==> src/rtl/serial_adder_ctrl_if.sv <==
// Command/result bundle between a requester and serial_adder_ctrl.
// The optional subtract request line exists only when SERIAL_ADDER_SUB_EN is defined.
interface serial_adder_ctrl_if #(
  parameter int WIDTH = 8
);
  logic             start;
  logic [WIDTH-1:0] a;
  logic [WIDTH-1:0] b;
`ifdef SERIAL_ADDER_SUB_EN
  logic             sub;
`endif
  logic             busy;
  logic             done;
  logic [WIDTH-1:0] sum;
  logic             cout;

`ifdef SERIAL_ADDER_SUB_EN
  modport master (output start, a, b, sub, input busy, done, sum, cout);
  modport slave  (input start, a, b, sub, output busy, done, sum, cout);
`else
  modport master (output start, a, b, input busy, done, sum, cout);
  modport slave  (input start, a, b, output busy, done, sum, cout);
`endif
endinterface

==> src/rtl/serial_adder_ctrl.sv <==
// Bit-serial adder controller: one operand bit per clock through a full adder made of two
// half adders. Defining SERIAL_ADDER_SUB_EN adds a subtract mode (a - b via ~b and carry-in 1).
module serial_adder_ctrl #(
  parameter int WIDTH = 8
) (
  input  logic              clk,
  input  logic              rst_n,
  serial_adder_ctrl_if.slave bus
);
  localparam int            CW   = $clog2(WIDTH + 1);
  localparam logic [CW-1:0] LAST = CW'(WIDTH - 1);
  localparam logic [CW-1:0] ONE  = CW'(1);

  typedef enum logic [1:0] {
    IDLE = 2'd0,
    RUN  = 2'd1,
    DONE = 2'd2
  } state_t;

  state_t           state_q, state_d;
  logic [WIDTH-1:0] opa_q, opa_d;
  logic [WIDTH-1:0] opb_q, opb_d;
  logic [WIDTH-1:0] acc_q, acc_d;
  logic [WIDTH-1:0] sum_q, sum_d;
  logic             c_q, c_d;
  logic             cout_q, cout_d;
  logic [CW-1:0]    cnt_q, cnt_d;

  logic             hs1, hc1, s_bit, hc2, co_bit;
  logic [WIDTH:0]   acc_ext;

  adder_half_dataflow u_ha1 (
    .a_i (opa_q[0]),
    .b_i (opb_q[0]),
    .s_o (hs1),
    .c_o (hc1)
  );

  adder_half_dataflow u_ha2 (
    .a_i (hs1),
    .b_i (c_q),
    .s_o (s_bit),
    .c_o (hc2)
  );

  assign co_bit  = hc1 | hc2;
  // New sum bit enters at the MSB; slicing the extended vector also works for WIDTH=1.
  assign acc_ext = {s_bit, acc_q};

  always_ff @(posedge clk or negedge rst_n) begin
    if (!rst_n) begin
      state_q <= IDLE;
      opa_q   <= '0;
      opb_q   <= '0;
      acc_q   <= '0;
      sum_q   <= '0;
      c_q     <= 1'b0;
      cout_q  <= 1'b0;
      cnt_q   <= '0;
    end else begin
      state_q <= state_d;
      opa_q   <= opa_d;
      opb_q   <= opb_d;
      acc_q   <= acc_d;
      sum_q   <= sum_d;
      c_q     <= c_d;
      cout_q  <= cout_d;
      cnt_q   <= cnt_d;
    end
  end

  always_comb begin
    state_d = state_q;
    opa_d   = opa_q;
    opb_d   = opb_q;
    acc_d   = acc_q;
    sum_d   = sum_q;
    c_d     = c_q;
    cout_d  = cout_q;
    cnt_d   = cnt_q;
    unique case (state_q)
      IDLE: begin
        if (bus.start) begin
          opa_d   = bus.a;
`ifdef SERIAL_ADDER_SUB_EN
          opb_d   = bus.sub ? ~bus.b : bus.b;
          c_d     = bus.sub;
`else
          opb_d   = bus.b;
          c_d     = 1'b0;
`endif
          acc_d   = '0;
          cnt_d   = '0;
          state_d = RUN;
        end
      end
      RUN: begin
        acc_d = acc_ext[WIDTH:1];
        opa_d = opa_q >> 1;
        opb_d = opb_q >> 1;
        c_d   = co_bit;
        cnt_d = cnt_q + ONE;
        if (cnt_q == LAST) begin
          sum_d   = acc_ext[WIDTH:1];
          cout_d  = co_bit;
          state_d = DONE;
        end
      end
      DONE: begin
        state_d = IDLE;
      end
      default: begin
        state_d = IDLE;
      end
    endcase
  end

  assign bus.busy = (state_q != IDLE);
  assign bus.done = (state_q == DONE);
  assign bus.sum  = sum_q;
  assign bus.cout = cout_q;
endmodule

// One-bit half adder used twice to form the serial full-adder cell.
module adder_half_dataflow (
  input  logic a_i,
  input  logic b_i,
  output logic s_o,
  output logic c_o
);
  assign s_o = a_i ^ b_i;
  assign c_o = a_i & b_i;
endmodule

==> src/flat_wrapper.sv <==
// flat-port wrapper written by rule: the top's interface ports become plain ports
module serial_adder_ctrl_flat 
#(
  parameter int WIDTH = 8
)
  (clk, rst_n, bus_start, bus_a, bus_b, bus_busy, bus_done, bus_sum, bus_cout);
  serial_adder_ctrl_if #(.WIDTH(WIDTH)) bus_i ();
  input  logic clk;
  input  logic rst_n;
  input wire logic [$bits(bus_i.start)-1:0] bus_start;
  input wire logic [$bits(bus_i.a)-1:0] bus_a;
  input wire logic [$bits(bus_i.b)-1:0] bus_b;
  output wire logic [$bits(bus_i.busy)-1:0] bus_busy;
  output wire logic [$bits(bus_i.done)-1:0] bus_done;
  output wire logic [$bits(bus_i.sum)-1:0] bus_sum;
  output wire logic [$bits(bus_i.cout)-1:0] bus_cout;
  assign bus_i.start = bus_start;
  assign bus_i.a = bus_a;
  assign bus_i.b = bus_b;
  assign bus_busy = bus_i.busy;
  assign bus_done = bus_i.done;
  assign bus_sum = bus_i.sum;
  assign bus_cout = bus_i.cout;
  serial_adder_ctrl #(.WIDTH(WIDTH)) u_core (.clk(clk), .rst_n(rst_n), .bus(bus_i));
endmodule
==> config.mk <==
export PLATFORM = sky130hd
export DESIGN_NAME = serial_adder_ctrl_flat
export DESIGN_NICKNAME = d
export VERILOG_FILES = /design/src/rtl/serial_adder_ctrl_if.sv /design/src/rtl/serial_adder_ctrl.sv /design/src/flat_wrapper.sv
export SDC_FILE = /design/constraint.sdc
export NUM_CORES = 1
export LEC_CHECK = 0
export ABC_AREA = 1
export CORE_UTILIZATION = 40
export DETAILED_ROUTE_END_ITERATION = 10
export PLACE_DENSITY = 0.7
export SYNTH_ARGS = -nofsm -noshare
export SYNTH_HDL_FRONTEND = slang
export SYNTH_HIERARCHICAL = 1
export SYNTH_SLANG_ARGS = --single-unit
==> constraint.sdc <==
create_clock -name clk -period 3.1 [get_ports clk]
set_input_delay 0.775 -clock clk [delete_from_list [all_inputs] [get_ports clk]]
set_output_delay 0.775 -clock clk [all_outputs]
set_load 0.01 [all_outputs]
# After elaboration in Yosys (flattened, before gate mapping)
# Cells that the tools add are included.
# totals
register_bits	40
latchBits	0
mem_bits_rw	0
mem_bits_ro	0
input_bits	19
word_cells	38
n_memories	0
# classes
n_addsub	1
multipliers	0
n_div	0
n_lt_le_gt_ge	0
n_eq_ne	5
shift	0
mux	13
n_bitwise	5
reduce_logical	6
# op_table
op	count
8-bit case mux with 2 select lines	3
8-bit two-way mux	3
4-bit case mux with 2 select lines	1
2-bit AND reduction	3
4-bit by 1-bit adder with 4-bit output (second input constant)	1
4-bit by 3-bit == test with 1-bit output (second input constant)	1
2-bit two-way mux	2
4-bit two-way mux	1
2-bit case mux with 2 select lines	1
2-bit nonzero test	2
1-bit AND	2
2-bit by 1-bit == test with 1-bit output (second input constant)	1
2-bit == test (second input constant)	1
2-bit logical NOT	1
2-bit by 1-bit inequality test with 1-bit output (second input constant)	1
2-bit inequality test (second input constant)	1
1-bit case mux with 2 select lines	1
1-bit XOR	2
1-bit two-way mux	1
1-bit bitwise OR	1

# Logic depth before layout (Yosys ltp)
# Gate-level depths: netlist (run 1).
# depth
depth_word	4
ltp_mapped	6
depth_no_buf	6

# Modules after synthesis
# Netlist (run 1), hierarchy kept.
# modules_own_cells
module	instances	cells_each	area_each_um2	seq_area_each_um2
serial_adder_ctrl	1	195	1679.1	975.9
adder_half_dataflow	2	1	12.5	0.0

# Worst setup path before layout (run 1)
# OpenSTA, ideal clock, no wires.
# synth_path
path_type	reg-to-output
start	register u_core.state_q[0]
end	output bus_busy
arrival_time_ns	0.892
t_required_ns	2.325
slack_ns	1.433
stages_incl_launch_ff	4
cell_sequence	dfrtp_1 nor2_1 buf_4 inv_1
# synth_between
elab_chain_len	1
# synth_lines
element	line_no	text
from (decl)	serial_adder_ctrl.sv:20	state_t state_q, state_d;
from (signal assigned)	serial_adder_ctrl.sv:61	state_q <= state_d;
2-bit nonzero test	serial_adder_ctrl.sv:118	assign bus.busy = (state_q != IDLE);
to (decl)	flat_wrapper.sv:13	output wire logic [$bits(bus_i.busy)-1:0] bus_busy;
# Every way passes these cells.

# Worst setup path after layout (run 1)
# Same ends and word-level chain as after synthesis.

==> results of run 1 <==
-- layout by cell type, fill, tap and decap left out, drive strengths merged, types with 3 or more instances in the layout --
cell type       n
nand2          71
inv             4
buf             4
dfrtp          39
clkbuf          6
ha              3
nor2            7
nand3          58
clkdlybuf4s50  28
-- report_power, final --
| part | total, mW | switching, mW | internal, mW |
|---|---|---|---|
| registers | 0.839 | 0.130 | 0.709 |
| logic | 0.729 | 0.426 | 0.303 |
| clock network | 0.427 | 0.167 | 0.260 |
-- layout make-up --
type                            instances  area, µm²
Multi-Input combinational cell        144      653.1
Clock buffer                            6      82.58
Fill cell                             372       1926
Clock inverter                          2      35.03
Tap cell                               50      62.56
Sequential cell                        39      975.9
Inverter                                4      15.01
Timing Repair Buffer                   32      307.8
-- worst min-delay path, stage by stage, from the launching register on --
cell	delay, ns
dfrtp_1	0.34
nand2_1	0.06
nand2_1	0.05
-- stage by stage --
stage,utilization (%),cell area [µm²],power [mW],setup slack [ns]
after global routing,52.54,2132,2.169,0.7316
after floorplan,-,1704,1.348,1.433
after detailed placement,49.65,2014,1.581,0.5779
after global placement,49.65,2014,1.570,0.5809
after CTS,52.54,2132,2.016,0.7909
final,52.54,2132,1.995,0.8103
-- kinds of logic (layout without fill, tap and decap cells) --
group | count (synthesis) | after routing
AOI/OAI and AO/OA | 3 | 3
adders and majority gates | 3 | 3
buffers and inverters | 14 | 44
DFF | 39 | 39
and+or+nand+nor | 138 | 138
-- routing by layer --
metal / share of wire [%] / vias up / wire length, µm / global-route usage [%]
met1: 47 / 653 / 1490 / 21.48
met4: 0.47 / 0 / 15 / 6.117
li1: - / 703 / - / -
met5: 0 / - / 0 / 0
met3: 4.0 / 2 / 129 / 3.547
met2: 49 / 37 / 1565 / 27.00
-- registers in the layout, summed over array words and instances (netlist names) --
name	flops
u_core/acc_q	7
u_core/bus.cout	1
u_core/bus.sum	8
u_core/c_q	1
u_core/cnt_q	4
u_core/opa_q	8
u_core/opb_q	8
u_core/state_q	2
-- worst max-delay path by stage --
stage                           start                 to  slack [ns]
floorplan           u_core/state_q[0]           bus_busy        1.43
CTS                 u_core/state_q[0]           bus_busy        0.79
detailed placement          bus_start  u_core/state_q[0]        0.58
global route        u_core/state_q[0]           bus_busy        0.73
global placement            bus_start    u_core/opb_q[7]        0.58
finish              u_core/state_q[0]           bus_busy        0.81
==> results.json, run 1 <==
{
  "hold_depth": 2,
  "holdCritStartpoint": "u_core/bus.sum[4]",
  "worst_pin_slew_ns": 0.9381,
  "gr-total-overflow": 0,
  "fin_skew_ns": 0.005397,
  "cts.sinks": 39,
  "antenna_found_initial": 0,
  "cts_tree": "done",
  "cp-end-kind": "primary output",
  "ys_ff_latch": 39,
  "cts_resized": 0,
  "synth_top_family_by_area": "simple AND/OR/NAND/NOR gates",
  "yosys-top-cells-area": "dfrtp_1 57%, nand3_1 17%, nand2_1 16%",
  "grt_pass1_vias": 1287,
  "cap_violations": 0,
  "cp.depth": 4,
  "instances_no_fill": 277,
  "hold_buffers": 0,
  "clk_latency_ns": 0.28,
  "maxSlewViolCount": 0,
  "period_share_pct": 73.86,
  "worstRegToRegCells": 7,
  "holdCritPathClass": "reg -> reg",
  "syn_nets": 219,
  "synth_adder_area_share_pct": 2.203,
  "num_rows": 23,
  "numPortBuffers": 29,
  "yosys.area_share.simple_pct": 35.10,
  "grt_first_pass_wirelength_mm": 5.644,
  "drt_iter0_drc": 86,
  "hold_viol": 0,
  "dieArea_mm2": 0.004525,
  "yosysWarnings": 6,
  "cts_buffer_depth": 2,
  "crit_buf_inv": 3,
  "syn2layout_area_growth_pct": 25.11,
  "synth_edf_count": 0,
  "r2r_start": "u_core/state_q[1]",
  "synthesis.instances": 197,
  "ios": 30,
  "yosysUniqueCellTypes": 16,
  "fmax_mhz": 436.7,
  "cts.clk_slew.worst_paths_ns": 0.07,
  "yosys-top-cells-count": "71 x nand2_1, 58 x nand3_1, 39 x dfrtp_1",
  "drive_above_1_share_pct": 6.608,
  "numCtsBuffers": 5,
  "synth_most_common_cell": "nand2_1",
  "fp.dieH_um": 67.27,
  "r2r-end": "u_core/bus.sum[4]",
  "synth_compound_area_share_pct": 1.028,
  "die_w_um": 67.27,
  "wirelength_mm": 3.201,
  "critPathMaxFanout": 15,
  "synth-xor-area-share_pct": 0,
  "cts_root_buf": "clkbuf_8",
  "h-tree-depth": 2,
  "crit_arrival_ns": 1.51,
  "hold_ws_ns": 0.4803,
  "grt_max_degree": 40,
  "ant_nets": 0,
  "post_cts_buffers": 0,
  "muxShareOfSynthArea_pct": 0,
  "tns_ns": 0,
  "layout_min_cycle_time_ns": 2.290,
  "wire_per_inst_um": 11.56,
  "syn_area_mm2": 0.001704,
  "rsz0062_at_grt": "no",
  "critPathTopFamily": "buffers and inverters",
  "dp_cells": 269,
  "gp_congestion": 0.7611,
  "antenna_cells": 0,
  "vias": 1395,
  "vdd.ir_drop.worst_uv": 484.4,
  "status": "complete, no violations",
  "synth-async-reset-ratio_pct": 100.0,
  "slew_headroom_pct": 37.31,
  "synth_top_area_share_pct": 57.27,
  "syn_area_per_cell_um2": 8.650,
  "report.final.setup_viol": 0,
  "slowest_stage": "clkdlybuf4s50_1",
  "gr-usage-all-layers_pct": 16.55,
  "holdPathEnd": "u_core/bus.sum[4]",
  "worst-setup-path-type": "reg -> out",
  "route.detailed.drc": 0,
  "synth_top_area_cell": "dfrtp_1",
  "nets": 248,
  "drt_pass1_iterations": 5,
  "crit_required_ns": 2.32,
  "p_leak_nw": 1.065,
  "ys_seq_area_share_pct": 57.27,
  "dp_hpwl_mm": 2.070,
  "synth_flop_cell": "dfrtp_1",
  "crit_path_max_incr_delay_ns": 0.47,
  "design.core.area_mm2": 0.004058,
  "start_util_pct": 42.00,
  "worstSetupStartpointType": "flip-flop",
  "vias_per_cell": 5.036,
  "power_density_mw_per_mm2": 936.0,
  "cp_cell_sequence": "nor2_1, buf_4, inv_1, clkdlybuf4s50_1",
  "ff2ff_setup_slack_ns": 1.33
}
Note: power is estimated with default switching activity, not from simulation.
==> run 2: changes to the inputs <==
--- a/config.mk
+++ b/config.mk
@@ -8,7 +8,7 @@
 export ABC_AREA = 1
 export CORE_UTILIZATION = 40
 export DETAILED_ROUTE_END_ITERATION = 10
-export PLACE_DENSITY = 0.7
+export PLACE_DENSITY = 0.73
 export SYNTH_ARGS = -nofsm -noshare
 export SYNTH_HDL_FRONTEND = slang
 export SYNTH_HIERARCHICAL = 1
==> constraint.sdc (replaced) <==
create_clock -name clk -period 2.1 [get_ports clk]
set_input_delay 0.525 -clock clk [delete_from_list [all_inputs] [get_ports clk]]
set_output_delay 0.525 -clock clk [all_outputs]
set_load 0.01 [all_outputs]
==> run 2 against run 1 <==
Total power grew 44%. Wire length grew 11%. Combinational power grew 55%. Global-route usage grew 2.2 points. Sequential cell count is the same. Cell count grew 1.4%. Non-clock buffer count grew 5. Sequential share of layout area shrank 0.16 points. Via count grew 2.3%. Register-to-register slack lost 0.72 ns. Largest power group unchanged.
==> results.json, run 2 (synthesis results as in run 1) <==
{
  "status": "complete, no violations",
  "drive_above_1_share_pct": 8.225,
  "fin_area_mm2": 0.002140,
  "placed_area_mm2": 0.002052,
  "drt_pass1_iterations": 4,
  "finalPower_mw": 2.873,
  "regArea_um2": 975.9,
  "mostFrequentLayoutCell": "nand2_1",
  "h-tree-depth": 2,
  "start_util_pct": 42.00,
  "cts.clk_slew.worst_paths_ns": 0.07,
  "mostFrequentLayoutCells": "71 x nand2_1, 58 x nand3_1, 39 x dfrtp_1",
  "hold_viol": 0,
  "dp_hpwl_mm": 2.511,
  "ios": 30,
  "crit_required_ns": 1.57,
  "slew_headroom_pct": 69.94,
  "fin_util_pct": 52.73,
  "crit_end": "bus_busy",
  "report.final.setup_viol": 0,
  "layout_min_cycle_time_ns": 1.964,
  "r2r_start": "u_core/state_q[1]",
  "antenna_found_initial": 0,
  "rsz0062_at_grt": "no",
  "vias_per_cell": 5.078,
  "nFillCells": 373,
  "gr-usage-all-layers_pct": 18.79,
  "cts.sinks": 39,
  "clk_latency_ns": 0.29,
  "nets": 253,
  "numPortBuffers": 29,
  "worstSetupStartpointType": "flip-flop",
  "gp_congestion": 0.7903,
  "numCtsBuffers": 5,
  "period_share_pct": 93.53,
  "dieArea_mm2": 0.004525,
  "startpoint": "u_core/state_q[0]",
  "vias": 1427,
  "cts_tree": "done",
  "tns_ns": 0,
  "fin_skew_ns": 0.008092,
  "met1Wirelength_mm": 1.663,
  "cap_violations": 0,
  "num_rows": 23,
  "die_w_um": 67.27,
  "cts_resized": 0,
  "maxSlewViolCount": 0,
  "wirelength_mm": 3.566,
  "vdd.ir_drop.worst_uv": 544.1,
  "worst_pin_slew_ns": 0.4509,
  "fp.dieH_um": 67.27,
  "crit_arrival_ns": 1.44,
  "holdCritPathClass": "in -> async",
  "grt_max_degree": 23,
  "r2r-end": "u_core/opb_q[7]",
  "worst-setup-path-type": "reg -> out",
  "ant_nets": 0,
  "wire_per_inst_um": 12.69,
  "post_cts_buffers": 0,
  "gr-total-overflow": 0,
  "worstRegToRegCells": 7,
  "cts_buffer_depth": 2,
  "power_density_mw_per_mm2": 1343,
  "fmax_mhz": 509.1,
  "cp-end-kind": "primary output",
  "route.detailed.drc": 0,
  "hold_buffers": 0,
  "cts_root_buf": "clkbuf_8",
  "syn2layout_area_growth_pct": 25.55,
  "dr_wl_met3_um": 122,
  "p_leak_nw": 1.075,
  "design.core.area_mm2": 0.004058,
  "grt_pass1_vias": 1399,
  "ff2ff_setup_slack_ns": 0.61,
  "wl_met2_mm": 1.742,
  "drt_iter0_drc": 77,
  "top_layer": "met4",
  "grt_first_pass_wirelength_mm": 6.223,
  "antenna_cells": 0,
  "multi_input_area_um2": 653.1,
  "critPathMaxFanout": 4
}
run 2: changes by cell type in the layout (fill, tap and decap cells not counted):
cell / previous run / this run
buf_4: 3 / 8
bufinv_16: 1 / 0
run 2: how the worst min path moves through the flow:
stage	from	end	slack, ns	depth (start not counted)
finish	rst_n	u_core/bus.sum[1]	0.17	1
floorplan	rst_n	u_core/acc_q[1]	0.23	0
global placement	u_core/bus.sum[4]	u_core/bus.sum[4]	0.46	2
CTS	rst_n	u_core/bus.sum[0]	0.18	1
global route	rst_n	u_core/bus.sum[5]	0.20	1
detailed placement	u_core/bus.sum[3]	u_core/bus.sum[3]	0.46	2
run 2: critical path, stage by stage (launching register included):
cell             delay, ns
dfrtp_1               0.41
nor2_1                0.21
inv_1                 0.07
clkdlybuf4s50_1       0.48
run 2: where the power goes:
group          switching, mW  total [mW]  internal [mW]
clock network          0.242       0.499          0.257
logic                  0.655        1.13          0.474
registers              0.196        1.24           1.05
run 2: metrics by stage:
step,setup slack [ns],instances,hold WS [ns]
after floorplan,0.6830,197,0.2294
after global placement,0.3828,274,0.4648
after detailed placement,0.3399,274,0.4644
after CTS,0.1287,281,0.1832
after global routing,0.07304,281,0.2030
final,0.1358,281,0.1742
run 2: final cells by class:
cell class	instances	share of cell area (%)
clock buffer	6	3.860
clock inverter	1	0.2339
inverter	4	0.7018
multi-input combinational	144	30.53
sequential	39	45.61
tap	50	2.924
timing repair buffer	37	16.14
run 2: per-layer routing:
metal | track usage [%] | vias up
li1 | - | 716
met4 | 7.979 | 0
met2 | 31.13 | 26
met5 | 0 | -
met1 | 23.29 | 680
met3 | 4.561 | 5
==> run 3: changes to the inputs <==
--- a/config.mk
+++ b/config.mk
@@ -6,6 +6,7 @@
 export NUM_CORES = 1
 export LEC_CHECK = 0
 export ABC_AREA = 1
+export CAP_MARGIN = 10
 export CORE_UTILIZATION = 40
 export DETAILED_ROUTE_END_ITERATION = 10
 export PLACE_DENSITY = 0.73
==> results of run 3 <==
Final layout, timing and power as in run 2 (identical DEF).
